`config.mk`:
```
export PLATFORM = sky130hd
export DESIGN_NAME = elevator_dispatcher_flat
export DESIGN_NICKNAME = d
export VERILOG_FILES = /design/src/rtl/elevator_dispatcher_if.sv /design/src/rtl/elevator_dispatcher.sv /design/src/flat_wrapper.sv
export SDC_FILE = /design/constraint.sdc
export NUM_CORES = 1
export LEC_CHECK = 0
export ABC_CLOCK_PERIOD_IN_PS = 4400
export CAP_MARGIN = 25
export CORE_MARGIN = 2
export CORE_UTILIZATION = 56
export CTS_CLUSTER_DIAMETER = 50
export DETAILED_ROUTE_END_ITERATION = 8
export GPL_TIMING_DRIVEN = 1
export PLACE_DENSITY = 0.87
export REMOVE_ABC_BUFFERS = 1
export SLEW_MARGIN = 20
export SYNTH_ARGS = -nofsm -noshare
export SYNTH_HDL_FRONTEND = slang
export SYNTH_SLANG_ARGS = --single-unit
export TNS_END_PERCENT = 50
```
`constraint.sdc`:
```
create_clock -name clk -period 4.4 [get_ports clk]
set_input_delay 0.66 -clock clk [delete_from_list [all_inputs] [get_ports clk]]
set_output_delay 0.66 -clock clk [all_outputs]
set_load 0.02 [all_outputs]
```
`src/rtl/elevator_dispatcher_if.sv`:
```
// Dispatcher <-> request/motion-unit signal bundle. The master side supplies the buttons and
// the motion feedback; the slave side (the dispatcher) returns the direction, door and lamps.
interface elevator_dispatcher_if;
    logic [6:0] carRequest;
    logic [6:0] hallUp;
    logic [6:0] hallDown;
    logic [2:0] currentFloor;
    logic       move;
    logic [1:0] currentDirection;
    logic       doorState;
    logic [6:0] pendingCar;
    logic [6:0] pendingUp;
    logic [6:0] pendingDown;

    modport master (
        output carRequest, hallUp, hallDown, currentFloor, move,
        input  currentDirection, doorState, pendingCar, pendingUp, pendingDown
    );
    modport slave (
        input  carRequest, hallUp, hallDown, currentFloor, move,
        output currentDirection, doorState, pendingCar, pendingUp, pendingDown
    );
endinterface

```
`src/rtl/elevator_dispatcher.sv`:
```
// Collective-selective dispatcher for a 2-way, 7-floor car: latches calls, picks the sweep
// direction, times door openings and clears calls as they are served.
module elevator_dispatcher #(
    parameter logic [31:0] DOOR_HOLD = 32'd100_000_000
) (
    input  logic                 clk,
    input  logic                 reset,
    elevator_dispatcher_if.slave bus
);
    localparam logic [1:0] STOP = 2'b00, UP = 2'b10, DOWN = 2'b01;
    typedef enum logic [1:0] {IDLE, GO, RUN, DOOR_OPEN} state_t;

    state_t      state;
    logic        sweep_up, move_q;
    logic [31:0] cnt;

    logic [6:0] car_m, up_m, down_m, any_m, fmask, above_mask, below_mask, sw_hall, op_hall;
    logic       fvalid, above, below, here, ahead, behind, go_up;
    logic       car_here, sw_here, op_here, stop_here;
    logic       clr_c, clr_sw, clr_op, clr_u, clr_d;

    // Presses of this cycle join the decision so dir/door react one clk after the press.
    assign car_m  = bus.pendingCar  | bus.carRequest;
    assign up_m   = bus.pendingUp   | (bus.hallUp   & 7'b0111111);
    assign down_m = bus.pendingDown | (bus.hallDown & 7'b1111110);
    assign any_m  = car_m | up_m | down_m;

    assign fvalid     = (bus.currentFloor != 3'd0) && !bus.move;
    assign fmask      = fvalid ? (7'd1 << (bus.currentFloor - 3'd1)) : 7'd0;
    assign below_mask = fmask - 7'd1;
    assign above_mask = ~(fmask | below_mask);

    assign above     = |(any_m & above_mask);
    assign below     = |(any_m & below_mask);
    assign here      = |(any_m & fmask);
    assign ahead     = sweep_up ? above : below;
    assign behind    = sweep_up ? below : above;
    assign sw_hall   = sweep_up ? up_m : down_m;
    assign op_hall   = sweep_up ? down_m : up_m;
    assign car_here  = |(car_m & fmask);
    assign sw_here   = |(sw_hall & fmask);
    assign op_here   = |(op_hall & fmask);
    assign stop_here = car_here || sw_here || (op_here && !ahead);
    assign go_up     = above && (!below || sweep_up);

    // Opposite-direction hall call at the floor is only served on reversal.
    always_comb begin
        clr_c  = 1'b0;
        clr_sw = 1'b0;
        clr_op = 1'b0;
        if (fvalid) begin
            case (state)
                IDLE: if (here) begin
                    clr_c  = 1'b1;
                    clr_sw = 1'b1;
                    clr_op = 1'b1;
                end
                RUN: if (stop_here) begin
                    clr_c  = 1'b1;
                    clr_sw = 1'b1;
                end
                DOOR_OPEN: if (car_here || sw_here) begin
                    clr_c  = 1'b1;
                    clr_sw = 1'b1;
                end else if (cnt == 32'd0 && !ahead && op_here) begin
                    clr_op = 1'b1;
                end
                default: ;
            endcase
        end
    end
    assign clr_u = sweep_up ? clr_sw : clr_op;
    assign clr_d = sweep_up ? clr_op : clr_sw;

    always_ff @(posedge clk) begin
        if (reset) begin
            state                <= IDLE;
            sweep_up             <= 1'b1;
            move_q               <= 1'b0;
            cnt                  <= 32'd0;
            bus.currentDirection <= STOP;
            bus.doorState        <= 1'b0;
            bus.pendingCar       <= 7'd0;
            bus.pendingUp        <= 7'd0;
            bus.pendingDown      <= 7'd0;
        end else begin
            move_q          <= bus.move;
            bus.pendingCar  <= car_m  & ~(clr_c ? fmask : 7'd0);
            bus.pendingUp   <= up_m   & ~(clr_u ? fmask : 7'd0);
            bus.pendingDown <= down_m & ~(clr_d ? fmask : 7'd0);
            case (state)
                IDLE: begin
                    bus.currentDirection <= STOP;
                    bus.doorState        <= 1'b0;
                    if (fvalid && here) begin
                        state         <= DOOR_OPEN;
                        bus.doorState <= 1'b1;
                        cnt           <= DOOR_HOLD - 32'd1;
                    end else if (fvalid && (above || below)) begin
                        sweep_up             <= go_up;
                        state                <= GO;
                        bus.currentDirection <= go_up ? UP : DOWN;
                    end
                end
                GO: if (bus.move && !move_q) state <= RUN;
                RUN: if (fvalid) begin
                    if (stop_here) begin
                        state                <= DOOR_OPEN;
                        bus.doorState        <= 1'b1;
                        bus.currentDirection <= STOP;
                        cnt                  <= DOOR_HOLD - 32'd1;
                    end else if (!ahead) begin
                        // Only calls behind remain: let IDLE re-dispatch rather than overrun.
                        state                <= IDLE;
                        bus.currentDirection <= STOP;
                    end
                end
                DOOR_OPEN: if (fvalid) begin
                    if (car_here || sw_here) begin
                        cnt <= DOOR_HOLD - 32'd1;
                    end else if (cnt != 32'd0) begin
                        cnt <= cnt - 32'd1;
                    end else if (ahead) begin
                        bus.doorState        <= 1'b0;
                        state                <= GO;
                        bus.currentDirection <= sweep_up ? UP : DOWN;
                    end else if (op_here) begin
                        sweep_up <= ~sweep_up;
                        cnt      <= DOOR_HOLD - 32'd1;
                    end else if (behind) begin
                        sweep_up             <= ~sweep_up;
                        bus.doorState        <= 1'b0;
                        state                <= GO;
                        bus.currentDirection <= sweep_up ? DOWN : UP;
                    end else begin
                        bus.doorState <= 1'b0;
                        state         <= IDLE;
                    end
                end
                default: state <= IDLE;
            endcase
        end
    end
endmodule

```
`src/flat_wrapper.sv`:
```
// flat-port wrapper written by rule: the top's interface ports become plain ports
module elevator_dispatcher_flat 
#(
    parameter logic [31:0] DOOR_HOLD = 32'd100_000_000
)
  (clk, reset, bus_carRequest, bus_hallUp, bus_hallDown, bus_currentFloor, bus_move, bus_currentDirection, bus_doorState, bus_pendingCar, bus_pendingUp, bus_pendingDown);
  elevator_dispatcher_if bus_i ();
  input  logic clk;
  input  logic reset;
  input wire logic [$bits(bus_i.carRequest)-1:0] bus_carRequest;
  input wire logic [$bits(bus_i.hallUp)-1:0] bus_hallUp;
  input wire logic [$bits(bus_i.hallDown)-1:0] bus_hallDown;
  input wire logic [$bits(bus_i.currentFloor)-1:0] bus_currentFloor;
  input wire logic [$bits(bus_i.move)-1:0] bus_move;
  output wire logic [$bits(bus_i.currentDirection)-1:0] bus_currentDirection;
  output wire logic [$bits(bus_i.doorState)-1:0] bus_doorState;
  output wire logic [$bits(bus_i.pendingCar)-1:0] bus_pendingCar;
  output wire logic [$bits(bus_i.pendingUp)-1:0] bus_pendingUp;
  output wire logic [$bits(bus_i.pendingDown)-1:0] bus_pendingDown;
  assign bus_i.carRequest = bus_carRequest;
  assign bus_i.hallUp = bus_hallUp;
  assign bus_i.hallDown = bus_hallDown;
  assign bus_i.currentFloor = bus_currentFloor;
  assign bus_i.move = bus_move;
  assign bus_currentDirection = bus_i.currentDirection;
  assign bus_doorState = bus_i.doorState;
  assign bus_pendingCar = bus_i.pendingCar;
  assign bus_pendingUp = bus_i.pendingUp;
  assign bus_pendingDown = bus_i.pendingDown;
  elevator_dispatcher #(.DOOR_HOLD(DOOR_HOLD)) u_core (.clk(clk), .reset(reset), .bus(bus_i));
endmodule
```
==> impl_metrics.tcl, run 1 <==
set metrics [dict create \
    synth_edf_count 0 \
    crit_path_start "bus_currentFloor[2]" \
    fin_crit_sh_pct 94.3 \
    drt_iter0_drc 393 \
    outcome "completed" \
    drive_gt1_share_pct 13.6 \
    post-place-cells 677 \
    cts.repair.resized 0 \
    clk_latency_ps 350 \
    antenna_found_initial 0 \
    tightest_slew_ps 883 \
    synth_cell_types 73 \
    muxShareOfSynthArea_pct 0.968 \
    grt_usage_pct 31.2 \
    yosysTopAreaCell "dfxtp_1" \
    fp.dieW_microns 89.9 \
    grt_pass1_vias 4243 \
    nets 629 \
    drc_errors 0 \
    wire_per_inst_microns 17.9 \
    crit_type "primary input to flip-flop" \
    syn_avg_cell_area_sq_um 7.76 \
    synthTopCellsByArea "dfxtp_1, a21oi_1, nor3_1" \
    fin_cells 693 \
    hold_buffers 0 \
    cp.required_ps 4630 \
    yosys_warnings 0 \
    finalWeightedCongestion 0.970 \
    syn-cell-area_sq_um 4140 \
    cts_sinks 60 \
    final.fill_count 613 \
    ios 51 \
    yosysTopAreaCellShare_pct 29.0 \
    antenna_cells 0 \
    initial_core_util_pct 57.3 \
    cpMostUsedCell "buf_4" \
    die_h_microns 89.9 \
    ys.flop_type "dfxtp_1" \
    fin_crit_ps 4150 \
    p_per_area_nw_per_um2 493 \
    ant_nets 0 \
    synth_simple_gate_area_share_pct 27.3 \
    hold_viol 0 \
    clock_path_buffers 2 \
    seq_area_frac_synth_pct 29.0 \
    cp_cell_sequence "clkdlybuf4s50_1 -> buf_4 -> nor4b_2 -> inv_1 -> nand3_1 -> or3_1 -> ha_1 -> o21ai_0 -> nor4b_1 -> nand2_2 -> a2111oi_2 -> o21bai_1 -> buf_4 -> o311ai_0 -> a31oi_1" \
    worst_slew_margin_rel_pct 41.1 \
    finalPower_mw 2.48 \
    synth_top_family_by_area "compound AO/OA/AOI/OAI gates" \
    critPathArrivalTime_ps 4380 \
    drt-pass1-iter-count 5 \
    wl_mm 12.4 \
    synth.most_common_cell "dfxtp_1" \
    cts_buffers 9 \
    syn_inst 533 \
    dr_total_vias 4608 \
    max_stage_delay_ps 490 \
    synth_top_cells_by_count "dfxtp_1, nor2_1, a21oi_1, nor3_1, nand2_1" \
    cts-htree-levels 3 \
    ctsRootBufferMaster "clkbuf_8" \
    max_freq_ghz 0.241 \
    startpoint_type "primary input" \
    post-route-util_pct 69.6 \
    synthArstFlopShare_pct 0 \
    drv_cap 0 \
    hp-class "flip-flop to flip-flop" \
    slowest_stage "a2111oi_2" \
    setup_tns_ps 0 \
    post-cts-setup-buffers 0 \
    min_from "u_core.bus.doorState" \
    grt.overflow.total 0 \
    synthAdderAreaFrac_pct 3.93 \
    rows 31 \
    path_clk_slew_ps 70 \
    place_hpwl_mm 8.96 \
    area_delta_synth_final_pct 21.4 \
    final-max-slew-violation-count 0 \
    synth-xor-area-share_pct 0 \
    core-area_sq_um 7210 \
    p_leak_nw 1.83 \
    peakVddDrop_v 0.000295 \
    cp_max_fo 14 \
    routed_via_density 6.65 \
    port_buffers 48 \
    grt_start_max_net_pins 39 \
    regToRegStartpoint "u_core.sweep_up" \
    ys_ff_latch 60 \
    rsz0062_at_grt "false" \
    critical_path.endpoint_type "flip-flop" \
    tritoncts "done" \
    grt_pass1_wl_mm 20.6 \
    fin_worst_skew_ps 8.58 \
    die_area_sq_um 8090 \
    setup_violations 0 \
    synth_compound_area_share_pct 32.4 \
]
[per-stage QoR]
stage | cell area, sq um | setup slack, ps | hold slack [ps]
after global placement | 4840 | 193 | 456
after global routing | 5020 | 17.1 | 511
after floorplan | 3960 | 661 | 434
after detailed placement | 4840 | 14.0 | 463
final | 5020 | 249 | 471
after CTS | 5020 | 372 | 475
[critical path, delay by kind of cell]
family                   cells  cell delay (ps)
AND/OR/NAND/NOR              5             1320
AO/OA/AOI/OAI                5             1100
adder cells (fa/ha/maj)      1              300
buffers and inverters        4              990
[power breakdown]
group          total, mW  switching [mW]  internal, mW
Clock              0.464           0.231         0.233
Sequential         0.792           0.138         0.654
Combinational       1.22           0.711         0.509
[layer usage]
| layer | wire length [microns] | global-route usage (%) | share of wire (%) |
|---|---|---|---|
| met1 | 5510 | 43.6 | 45 |
| met2 | 5460 | 46.5 | 44 |
| met3 | 1070 | 7.71 | 8.7 |
| met4 | 328 | 11.9 | 2.7 |
| met5 | 0 | 0 | 0 |
[worst paths after layout]
check	end	slack, ps	depth (start not counted)
worst max-delay path	u_core.bus.pendingUp[6]	250	15
worst min-delay path	u_core.bus.doorState	470	2
worst max register to register	u_core.cnt[13]	1100	9
worst min register to register	u_core.bus.doorState	470	2
[cell families (layout without fill, tap and decap cells)]
logic type,Yosys count,count (layout)
simple gates,214,214
compound gates,181,181
buf+inv,61,122
flops,60,60
fa+ha+maj,13,13
mux,4,4
[cell usage in the layout (no fill, tap or decap), drive strengths merged, types with 13 or more instances in the layout]
cell type      netlist  layout
o21ai               25      25
clkdlybuf4s50        0      47
a311oi              17      17
dfxtp               60      60
a211oi              15      15
nor2                54      54
nor4                20      20
nor3                42      42
a21oi               48      48
ha                  13      13
nand2               36      36
buf                 18      37
inv                 21      21
[area by class of cell]
class / instances / area (sq um) / share of cell area [%]
multi-input cells: 412 / 2670 / 53.3
repair buffers: 84 / 758 / 15.1
well taps: 99 / 124 / 2.47
clock inverters: 4 / 23.8 / 0.474
clock buffers: 12 / 155 / 3.09
flip-flops and latches: 60 / 1200 / 23.9
inverters: 22 / 83.8 / 1.67
[registers in the layout, indices dropped and copies added, names as in the netlist]
signal,cells
u_core.cnt,32
u_core.bus.pendingCar,7
u_core.bus.pendingDown,7
u_core.bus.pendingUp,7
u_core.bus.currentDirection,2
u_core.state,2
u_core.bus.doorState,1
u_core.move_q,1
u_core.sweep_up,1
Power figures use the tool's default switching activity.
==> run 2: changes to the inputs <==
--- a/config.mk
+++ b/config.mk
@@ -6,7 +6,7 @@
 export NUM_CORES = 1
 export LEC_CHECK = 0
 export ABC_CLOCK_PERIOD_IN_PS = 4400
-export CAP_MARGIN = 25
+export CAP_MARGIN = 20
 export CORE_MARGIN = 2
 export CORE_UTILIZATION = 56
 export CTS_CLUSTER_DIAMETER = 50
==> results of run 2 <==
Same layout as run 1: the final DEF is identical, and so are final timing and power.
==> run 3: changes to the inputs <==
--- a/config.mk
+++ b/config.mk
@@ -12,7 +12,7 @@
 export CTS_CLUSTER_DIAMETER = 50
 export DETAILED_ROUTE_END_ITERATION = 8
 export GPL_TIMING_DRIVEN = 1
-export PLACE_DENSITY = 0.87
+export PLACE_DENSITY = 0.81
 export REMOVE_ABC_BUFFERS = 1
 export SLEW_MARGIN = 20
 export SYNTH_ARGS = -nofsm -noshare
==> impl_metrics.tcl, run 3 (synthesis results as in run 1) <==
set metrics [dict create \
    antenna_cells 0 \
    grt_pass1_wl_mm 20.0 \
    peakVddDrop_v 0.000276 \
    wl_mm 12.1 \
    p_per_area_nw_per_um2 491 \
    fp.dieW_microns 89.9 \
    cts_buffers 9 \
    cp.required_ps 4620 \
    crit_path_end "u_core.bus.pendingUp[6]" \
    reg2reg_to "u_core.sweep_up" \
    finalWeightedCongestion 0.990 \
    drt_iter0_drc 301 \
    p_leak_nw 1.82 \
    fin_crit_ps 4130 \
    final_common_cell "dfxtp_1" \
    top_register "u_core.cnt" \
    critPathArrivalTime_ps 4350 \
    grt_pass1_vias 4129 \
    setup_violations 0 \
    cts_sinks 60 \
    startpoint_type "primary input" \
    critical_path.endpoint_type "flip-flop" \
    die_h_microns 89.9 \
    most-common-layout-cells "dfxtp_1, nor2_1, clkdlybuf4s50_1, a21oi_1, nor3_1" \
    wire_per_inst_microns 17.4 \
    place_hpwl_mm 8.65 \
    ios 51 \
    cts-htree-levels 3 \
    rows 31 \
    antenna_found_initial 0 \
    drv_cap 0 \
    clk_latency_ps 350 \
    max_freq_ghz 0.242 \
    outcome "completed" \
    post-cts-setup-buffers 0 \
    routed_via_density 6.47 \
    rsz0062_at_grt "false" \
    nets 628 \
    setup_tns_ps 0 \
    fin_cells 692 \
    path_clk_slew_ps 70 \
    fin_crit_sh_pct 94.0 \
    regToRegStartpoint "u_core.sweep_up" \
    crit_type "primary input to flip-flop" \
    hold_ws_ps 460 \
    tightest_slew_ps 770 \
    clock_path_buffers 2 \
    dr_total_vias 4474 \
    drt-pass1-iter-count 5 \
    core-area_sq_um 7210 \
    crit_path_start "bus_currentFloor[1]" \
    hp-class "flip-flop to flip-flop" \
    tritoncts "done" \
    reg2reg_depth 10 \
    initial_core_util_pct 57.3 \
    ant_nets 0 \
    final-max-slew-violation-count 0 \
    r2r_slack_ps 960 \
    fin_worst_skew_ps 11.7 \
    largest_reg_flops 32 \
    post-place-cells 676 \
    area_delta_synth_final_pct 21.6 \
    worst_slew_margin_rel_pct 48.6 \
    ctsRootBufferMaster "clkbuf_8" \
    grt_usage_pct 30.0 \
    grt.overflow.total 0 \
    drc_errors 0 \
    cp_max_fo 14 \
    grt_start_max_net_pins 56 \
    hold_viol 0 \
    port_buffers 48 \
    cts.repair.resized 0 \
    hold_buffers 0 \
    die_area_sq_um 8090 \
    drive_gt1_share_pct 13.7 \
]
==> run 3: how the worst min path moves through the flow <==
stage / to / depth (start not counted) / slack (ps) / startpoint
2_1_floorplan: u_core.cnt[23] / 1 / 430 / u_core.cnt[23]
3_3_place_gp: u_core.bus.currentDirection[0] / 2 / 440 / u_core.bus.currentDirection[0]
3_5_place_dp: u_core.bus.currentDirection[0] / 2 / 460 / u_core.bus.currentDirection[0]
4_1_cts: u_core.bus.currentDirection[0] / 2 / 470 / u_core.bus.currentDirection[0]
5_1_grt: u_core.bus.currentDirection[0] / 2 / 490 / u_core.bus.currentDirection[0]
6_report: u_core.bus.currentDirection[0] / 2 / 460 / u_core.bus.currentDirection[0]
==> run 3: per-stage QoR <==
step | worst slack (ps) | instance area [sq um] | util (%) | total power [mW]
6_report | 265 | 5030 | 69.7 | 2.47
5_1_grt | 107 | 5030 | 69.7 | 2.62
4_1_cts | 311 | 5020 | 69.6 | 2.44
3_5_place_dp | -46.3 | 4830 | 67.0 | 1.94
3_3_place_gp | 37.4 | 4830 | 67.0 | 1.89
2_1_floorplan | 661 | 3960 | - | 1.53
==> run 3: worst max-delay path: stages <==
cell and delay (ps):
clkdlybuf4s50_1 480, or4b_1 600, ha_1 240, nand3_1 90, or3_1 120, ha_1 220, o21ai_0 110, nor4b_1 440
nand2_2 150, buf_4 170, a2111oi_2 340, o21bai_1 140, buf_12 170, o311ai_0 330, a31oi_1 80
==> run 3: metal layers <==
layer  up-vias  GRT usage (%)  routed length [microns]
met2       203           45.9                     5360
met4         0           11.2                      217
met5         -              0                        0
met3        24           6.45                     1010
li1       2160              -                        -
met1      2087           41.7                     5480
==> run 3: power by group <==
part	total (mW)	switching, mW	internal, mW	leakage (nW)
clock	0.507	0.246	0.262	0.0927
combinational	1.18	0.705	0.474	1.23
sequential	0.786	0.132	0.654	0.497
==> run 3: cell type report <==
type                            count  area [sq um]
Sequential cell                    60          1200
Timing Repair Buffer               83           751
Clock inverter                      6          63.8
Inverter                           22          83.8
Fill cell                         647          2180
Clock buffer                       10           128
Tap cell                           99           124
Multi-Input combinational cell    412          2680
